**src/rtl/sig_splice_pkg.sv**
```systemverilog
// Shared types and helpers for the sig_splice lane splicer.
// Map entries are sized for the default lane geometry.
package sig_splice_pkg;

   typedef enum logic [1:0] {
      RUN,
      DRAIN,
      APPLY
   } state_t;

   localparam int MAP_SEL_W  = 3;
   localparam int MAP_LANE_W = 4;

   typedef struct packed {
      logic [MAP_SEL_W-1:0]  sel;
      logic [MAP_LANE_W-1:0] cnst;
   } map_ent_t;

   function automatic int lanes(
      input int ch,
      input int ch_w,
      input int lane_w
   );
      return (ch * ch_w) / lane_w;
   endfunction

endpackage

```
**src/rtl/sig_splice_lane_mux.sv**
```systemverilog
// One output lane: an input lane picked by sel, or the constant
// when sel is out of the input lane range.
module sig_splice_lane_mux
   import sig_splice_pkg::*;
#(
   parameter int L_IN   = 4,
   parameter int LANE_W = 4,
   parameter int SEL_W  = 3
) (
   input  logic [L_IN*LANE_W-1:0] in_data,
   input  logic [SEL_W-1:0]       sel,
   input  logic [LANE_W-1:0]      cnst,
   output logic [LANE_W-1:0]      lane
);

   always_comb begin
      lane = cnst;
      for (int i = 0; i < L_IN; i++) begin
         if (sel == SEL_W'(i)) begin
            lane = in_data[i*LANE_W +: LANE_W];
         end
      end
   end

endmodule

```
**src/rtl/sig_splice_pipe.sv**
```systemverilog
// Registered, handshaked lane splicer with a shadowed runtime map.
// Optional per-channel parity output: define SIG_SPLICE_PARITY_EN.
module sig_splice_pipe
   import sig_splice_pkg::*;
#(
   parameter  int NUM_CH = 2,
   parameter  int OUT_CH = 2,
   parameter  int CH_W   = 8,
   parameter  int LANE_W = 4,
   localparam int L_IN   = lanes(NUM_CH, CH_W, LANE_W),
   localparam int L_OUT  = lanes(OUT_CH, CH_W, LANE_W),
   localparam int SEL_W  = $clog2(L_IN + 1),
   localparam int LN_W   = $clog2(L_OUT)
) (
   input  logic                   clk,
   input  logic                   rst_n,
   input  logic                   in_valid,
   output logic                   in_ready,
   input  logic [NUM_CH*CH_W-1:0] in_data,
   output logic                   out_valid,
   input  logic                   out_ready,
   output logic [OUT_CH*CH_W-1:0] out_data,
   input  logic                   cfg_we,
   input  logic [LN_W-1:0]        cfg_lane,
   input  logic [SEL_W-1:0]       cfg_sel,
   input  logic [LANE_W-1:0]      cfg_const,
   input  logic                   cfg_commit,
   output logic                   cfg_busy,
`ifdef SIG_SPLICE_PARITY_EN
   output logic [OUT_CH-1:0]      out_par,
`endif
   output logic [15:0]            beat_cnt
);

   state_t                 state;
   map_ent_t               shadow [L_OUT];
   map_ent_t               active [L_OUT];
   logic [OUT_CH*CH_W-1:0] spliced;
   logic                   accept;

   function automatic map_ent_t ident(input int k);
      map_ent_t e;
      e.sel  = MAP_SEL_W'(k % L_IN);
      e.cnst = '0;
      return e;
   endfunction

   assign in_ready = (state == RUN) && (!out_valid || out_ready);
   assign accept   = in_valid && in_ready;
   assign cfg_busy = (state != RUN);

   for (genvar k = 0; k < L_OUT; k++) begin : g_lane
      sig_splice_lane_mux #(
         .L_IN  (L_IN),
         .LANE_W(LANE_W),
         .SEL_W (SEL_W)
      ) u_mux (
         .in_data(in_data),
         .sel    (SEL_W'(active[k].sel)),
         .cnst   (LANE_W'(active[k].cnst)),
         .lane   (spliced[k*LANE_W +: LANE_W])
      );
   end

   // Active map only moves in APPLY, when no beat is held.
   always_ff @(posedge clk or negedge rst_n) begin
      if (!rst_n) begin
         state <= RUN;
         for (int k = 0; k < L_OUT; k++) begin
            shadow[k] <= ident(k);
            active[k] <= ident(k);
         end
      end else begin
         for (int k = 0; k < L_OUT; k++) begin
            if (cfg_we && (cfg_lane == LN_W'(k))) begin
               shadow[k].sel  <= MAP_SEL_W'(cfg_sel);
               shadow[k].cnst <= MAP_LANE_W'(cfg_const);
            end
         end
         unique case (state)
            RUN: begin
               if (cfg_commit) state <= DRAIN;
            end
            DRAIN: begin
               if (!out_valid || out_ready) state <= APPLY;
            end
            APPLY: begin
               active <= shadow;
               state  <= RUN;
            end
            default: state <= RUN;
         endcase
      end
   end

   always_ff @(posedge clk or negedge rst_n) begin
      if (!rst_n) begin
         out_valid <= 1'b0;
         out_data  <= '0;
         beat_cnt  <= '0;
      end else begin
         if (accept) begin
            out_valid <= 1'b1;
            out_data  <= spliced;
         end else if (out_ready) begin
            out_valid <= 1'b0;
         end
         if (out_valid && out_ready) begin
            beat_cnt <= beat_cnt + 16'd1;
         end
      end
   end

`ifdef SIG_SPLICE_PARITY_EN
   always_ff @(posedge clk or negedge rst_n) begin
      if (!rst_n) begin
         out_par <= '0;
      end else if (accept) begin
         for (int c = 0; c < OUT_CH; c++) begin
            out_par[c] <= ^spliced[c*CH_W +: CH_W];
         end
      end
   end
`endif

endmodule

```
**config.mk**
```make
export PLATFORM = sky130hd
export DESIGN_NAME = sig_splice_pipe
export DESIGN_NICKNAME = d
export VERILOG_FILES = /design/src/rtl/sig_splice_pkg.sv /design/src/rtl/sig_splice_lane_mux.sv /design/src/rtl/sig_splice_pipe.sv
export SDC_FILE = /design/constraint.sdc
export NUM_CORES = 1
export LEC_CHECK = 0
export ABC_AREA = 1
export BUFFER_PORTS_ARGS = -buffer_cell sky130_fd_sc_hd__buf_2
export CORE_UTILIZATION = 61
export DETAILED_ROUTE_END_ITERATION = 10
export HOLD_SLACK_MARGIN = 0.02
export PLACE_DENSITY = 0.85
export SETUP_SLACK_MARGIN = 0.5
export SLEW_MARGIN = 15
export SYNTH_ARGS = -nofsm -noshare
export SYNTH_HDL_FRONTEND = slang
export SYNTH_SLANG_ARGS = --single-unit
export TNS_END_PERCENT = 50
```
**constraint.sdc**
```tcl
create_clock -name clk -period 3.8 [get_ports clk]
set_input_delay 0.76 -clock clk [delete_from_list [all_inputs] [get_ports clk]]
set_output_delay 0.76 -clock clk [all_outputs]
set_load 0.01 [all_outputs]
```
==> results of run 1 <==
-- cell type report --
cell class                 count  area [sq um]
multi-input combinational    368          1827
clock inverter                 7         85.08
sequential                    91          2287
timing repair buffer          68         350.3
fill                         535          1883
clock buffer                   9         123.9
tap                           96         120.1
inverter                      47         192.7
-- registers in the layout, summed over array words and instances, names as in the netlist --
signal     count
active        28
beat_cnt      16
state          2
out_data      16
out_valid      1
shadow        28
-- where the power goes --
part / leakage [nW] / total [mW] / internal, mW / switching, mW
clock network: 0.0999 / 0.684 / 0.316 / 0.368
registers: 1.12 / 1.52 / 1.30 / 0.219
logic: 1.34 / 1.30 / 0.502 / 0.803
total: 2.56 / 3.51 / 2.12 / 1.39
-- per-stage QoR --
step | hold slack, ns | util, % | std cells | power (mW)
floorplan | 0.4461 | - | 517 | 2.439
global placement | 0.4600 | 69.54 | 670 | 2.762
detailed placement | 0.4621 | 69.54 | 670 | 2.822
CTS | 0.4879 | 72.59 | 686 | 3.514
global route | 0.5017 | 72.59 | 686 | 3.768
finish | 0.4727 | 72.59 | 686 | 3.511
-- kinds of logic after synthesis --
logic type                 after synthesis  share of synthesized area [%]
and+or+nand+nor                        269                          26.27
AOI/OAI and AO/OA                       72                          9.138
muxes                                   16                          4.125
adders and majority gates                1                         0.2864
buffers and inverters                   58                          5.815
xor gates and xnor gates                10                          2.005
DFF                                     91                          52.36
-- per-layer routing --
layer  part of all wire [%]  vias up  GRT usage [%]
met2                     45      122          39.39
li1                       -     1802              -
met4                    2.1        0          10.45
met1                     48     1700          38.73
met3                    4.9       21          4.667
met5                      0        -              0
-- critical path, cell delays in order --
cell and delay, ns:
buf_2 0.11, inv_1 0.05, nand2_2 0.09, inv_1 0.06, nor2_1 0.08, buf_2 0.13
-- path summary, 6_finish.rpt --
path	to	cells after the start	slack, ns
min reg2reg	shadow[24]	2	0.48
max in group asynchronous	active[18]	2	2.54
max reg2reg	beat_cnt[10]	6	2.15
max	in_ready	6	1.77
min	beat_cnt[13]	1	0.47
min in group clk	shadow[24]	2	0.48
-- cells in the mapped netlist (2+ instances only) --
master	number	share of area, %
nor2_1	68	5.8
nor2_2	6	0.86
inv_2	8	0.69
xor2_1	4	0.80
nand3_4	2	0.80
mux2_1	15	3.9
xnor2_1	6	1.2
a21boi_1	3	0.52
o211ai_1	12	2.1
nand2_1	152	13
buf_6	2	0.52
nand4_1	5	0.72
clkbuf_1	5	0.43
a21oi_1	24	2.8
nand3_1	26	3.0
inv_1	37	3.2
nor3_1	3	0.34
buf_2	4	0.46
dfrtp_1	83	48
dfstp_2	8	4.8
o21ai_1	3	0.34
o21ai_0	29	3.3
==> qor.yml, run 1 <==
hold_class: "input port to async pin"
drc: 0
hold_violations: 0
status: "finished, final reports clean"
slew_viol_final: 0
relSlewSlack_pct: 45.83
final_common_cell: "nand2_1"
drive_gt1_share_pct: 19.83
clock-sinks: 91
synth-edff-count: 0
std_cell_rows: 30
dr.pass1.iters: 5
wl_per_cell_microns: 13.60
insertion_delay_ns: 0.37
wl_microns: 9333
worstPathArrival_ns: 1.27
synth_cells: 517
cts_root_buf: "clkbuf_8"
place_congestion: 0.8983
io_pins: 66
synth.distinct_cells: 34
worstSetupEndpointType: "output pin"
place_area_sq_um: 4777
finalSetupViolations: 0
chipWidth_microns: 86.62
grtUsageTotal_pct: 26.42
final_cell_mix: "152 x nand2_1, 83 x dfrtp_1, 68 x nor2_1"
worst_pin_slew_ns: 0.8125
rsz0062_at_grt: "no"
layout_setup_ws_ns: 1.765
nets: 617
grt_max_degree: 66
overflow: 0
synth.avg_cell_area_sq_um: 8.449
cellPowerDensity_nw_per_um2: 704.1
ir_drop_v: 0.0003379
clk_pin_slew_ns: 0.09
grt_antenna_before_repair: 0
grt_pass1_wl_microns: 15010
cts_resized: 0
critPathKind: "input port to output pin"
max_freq_ghz: 0.4915
syn_area_sq_um: 4368
cts_hold_buffers: 0
leakage_nw: 2.563
cts_made_buffers: 9
num_vias: 3645
dieArea_sq_um: 7503
core_sq_um: 6869
initial_core_util_pct: 63.59
grt_pass1_vias: 3155
skew_ns: 0.008533
antenna_cells: 0
initialDrtViolationCount: 299
place_ws_ns: 1.761
ant_nets: 0
via_per_inst: 5.313
die_h_microns: 86.62
cp-startpoint: "out_ready"
synthFlopType: "dfrtp_1"
async_flop_share_pct: 100.0
r2r-start: "beat_cnt[0]"
period_minus_slack_ns: 2.035
syn-num-nets: 549
cts_max_path_buffers: 2
cts_tree: "built"
syn_to_final_growth_pct: 14.15
critical_path_required_ns: 3.04
port_buffers: 65
cp-start-kind: "input port"
worst-path-max-fanout: 4
cts_max_level: 3
synth-seq-cells: 91
cts_setup_buffers: 0
dp_hpwl_microns: 6901
tns_ns: 0
final_area_sq_um: 4986
yosysSeqAreaShare_pct: 52.36
ys_warn_count: 0
maxCapViolCount: 0
post-route-period-util_pct: 53.54
Power figures use the tool's default switching activity.
==> inputs of run 2 (changes only) <==
--- a/config.mk
+++ b/config.mk
@@ -7,10 +7,10 @@
 export LEC_CHECK = 0
 export ABC_AREA = 1
 export BUFFER_PORTS_ARGS = -buffer_cell sky130_fd_sc_hd__buf_2
-export CORE_UTILIZATION = 61
+export CORE_UTILIZATION = 57
 export DETAILED_ROUTE_END_ITERATION = 10
 export HOLD_SLACK_MARGIN = 0.02
-export PLACE_DENSITY = 0.85
+export PLACE_DENSITY = 0.8
 export SETUP_SLACK_MARGIN = 0.5
 export SLEW_MARGIN = 15
 export SYNTH_ARGS = -nofsm -noshare
==> constraint.sdc (replaced) <==
create_clock -name clk -period 2.05 [get_ports clk]
set_input_delay 0.41 -clock clk [delete_from_list [all_inputs] [get_ports clk]]
set_output_delay 0.41 -clock clk [all_outputs]
set_load 0.01 [all_outputs]
==> run 2 against run 1 <==
First-iteration DRC count fell by 20%. Count of clock-buffer cells in the layout unchanged. Cell area rose by 1.8%. Register-to-register slack got worse by 1.6 ns. Power rose by 87%. Worst setup slack got worse by 1.3 ns. Flip-flop and latch count did not move. Critical path depth shrank 2. Non-clock buffer count grew 10. Largest cell class unchanged. Largest power group unchanged.
==> qor.yml, run 2 (synthesized netlist as in run 1, its figures left out) <==
p_int_mw: 3.926  # +85%
core_sq_um: 7331  # +6.7%
busiest_layer: "met2"
p_comb_share_pct: 39.1  # +1.9 points
grt.met2_usage_pct: 40.43  # +1.0 points
relSlewSlack_pct: 69.22  # +23 points
maxCapViolCount: 0  # unchanged
chipWidth_microns: 89.54  # +3.4%
cts_root_buf: "clkbuf_8"
ir_drop_v: 0.0006421  # +90%
port_buffers: 65  # unchanged
worst-path-max-fanout: 2  # -2
clockPowerShare_pct: 18.0  # -1.5 points
cts_made_buffers: 9  # unchanged
grt_antenna_before_repair: 0  # unchanged
hold_violations: 0  # unchanged
hold_class: "input port to flip-flop"
dieArea_sq_um: 8017  # +6.9%
drc: 0  # unchanged
die_h_microns: 89.54  # +3.4%
worstPathArrival_ns: 1.20  # -0.07 ns
wl_per_cell_microns: 14.00  # +2.9%
crit_slowest_cell: "dfrtp_1"
overflow: 0  # unchanged
syn_to_final_growth_pct: 16.21
initialDrtViolationCount: 239  # -20%
cp-start-kind: "flip-flop"
io_pins: 66  # unchanged
initial_core_util_pct: 59.58  # -4.0 points
critical_path_required_ns: 1.64  # -1.40 ns
dp_hpwl_microns: 7170  # +3.9%
cts_tree: "built"
final_common_cell: "nand2_1"
cts_max_level: 3  # unchanged
worstSetupEndpointType: "output pin"
antenna_cells: 0  # unchanged
wl_microns: 9785  # +4.8%
grt_pass1_wl_microns: 15670  # +4.4%
top_regs: "active (28), shadow (28)"
rsz0062_at_grt: "yes"
ant_nets: 0  # unchanged
nets: 627  # +1.6%
path_buf_inv: 2  # -2
grt_util_met1_pct: 37.19  # -1.5 points
critPathMaxStageDelay_ns: 0.41  # +0.28 ns
drive_gt1_share_pct: 21.50  # +1.7 points
grt_max_degree: 35  # -47%
dr.pass1.iters: 5  # unchanged
slew_viol_final: 0  # unchanged
switching_share_pct: 40.18  # +0.61 points
skew_ns: 0.01256  # +0.004024 ns
insertion_delay_ns: 0.37  # about the same
tns_ns: 0  # unchanged
cellPowerDensity_nw_per_um2: 1293  # +84%
clk_pin_slew_ns: 0.09  # about the same
grtUsageTotal_pct: 26.34  # -0.074 points
max_freq_ghz: 0.6198
period_minus_slack_ns: 1.613
num_vias: 3688  # +1.2%
place_area_sq_um: 4808  # +0.65%
met3_usage_pct: 3.509  # -1.2 points
crit_family: "flip-flops"
clock-sinks: 91  # unchanged
cts_max_path_buffers: 2  # unchanged
critPathKind: "flip-flop to output pin"
p_switching_mw: 2.637  # +90%
via_per_inst: 5.276  # -0.70%
std_cell_rows: 31  # +3.3%
seqPwrFrac_pct: 42.9  # -0.4 points
place_congestion: 0.9448  # +5.2%
final_cell_mix: "152 x nand2_1, 82 x dfrtp_1, 67 x nor2_1"
status: "finished, final reports clean"
post-route-period-util_pct: 78.70
finalSetupViolations: 0  # unchanged
path_cells: "nor2_4 > inv_2 > nor2_2 > buf_2"
grt_pass1_vias: 3351  # +6.2%
final_area_sq_um: 5076  # +1.8%
leakage_nw: 2.612  # +1.9%
worst_pin_slew_ns: 0.4604  # -0.3521 ns
run 2: final cells by class:
| type | count | area (sq um) |
|---|---|---|
| Tap cell | 99 | 123.9 |
| Multi-Input combinational cell | 368 | 1839 |
| Sequential cell | 91 | 2288 |
| Clock inverter | 7 | 67.56 |
| Clock buffer | 9 | 123.9 |
| Timing Repair Buffer | 78 | 440.4 |
| Inverter | 47 | 192.7 |
| Fill cell | 599 | 2255 |
run 2: worst min-delay path: stages:
cell,delay [ns]
buf_2,0.09
nand2_1,0.05
o21ai_0,0.06
run 2: path summary, 6_finish.rpt:
path                                    from      endpoint  slack (ns)  depth (start not counted)
worst max-delay path                state[0]      in_ready        0.44                          4
worst min-delay path              cfg_commit      state[0]        0.28                          3
worst max register to register   beat_cnt[0]  beat_cnt[10]        0.58                          7
worst min register to register  out_data[13]  out_data[13]        0.49                          2
max in group asynchronous              rst_n     active[4]        0.85                          3
min in group asynchronous              rst_n   beat_cnt[7]        0.51                          2
run 2: stage by stage:
stage               power, mW  util, %  worst slack, ns  cells  hold slack, ns
CTS                     6.516    68.95           0.4426    697          0.2688
finish                  6.563    69.24           0.4367    699          0.2786
global route            7.108    69.24           0.4161    699          0.2798
global placement        5.144    65.59           0.5441    675          0.3660
floorplan               4.521        -           0.5290    517          0.1144
detailed placement      5.245    65.59           0.5094    675          0.3638
run 2: power groups by stage:
stage | clock network, mW | logic (mW) | registers [mW]
2_1_floorplan | 0 | 1.67 | 2.85
3_3_place_gp | 0 | 2.32 | 2.82
3_5_place_dp | 0 | 2.40 | 2.85
4_1_cts | 1.20 | 2.51 | 2.81
5_1_grt | 1.28 | 2.94 | 2.89
6_report | 1.18 | 2.57 | 2.82
run 2: what timing repair did:
action,CTS,global route
buffers inserted,5,2
pin swaps,3,1
hold endpoints to repair,25,0
endpoints found under the setup margin,3,13
hold buffers,1,0
gates cloned,0,0
gates resized for setup,3,2
run 2: routing by layer:
layer  vias up  wire length, microns
met5         -                     0
met4         0                   250
met3        26                   425
met2       114                  4437
met1      1723                  4671
li1       1825                     -
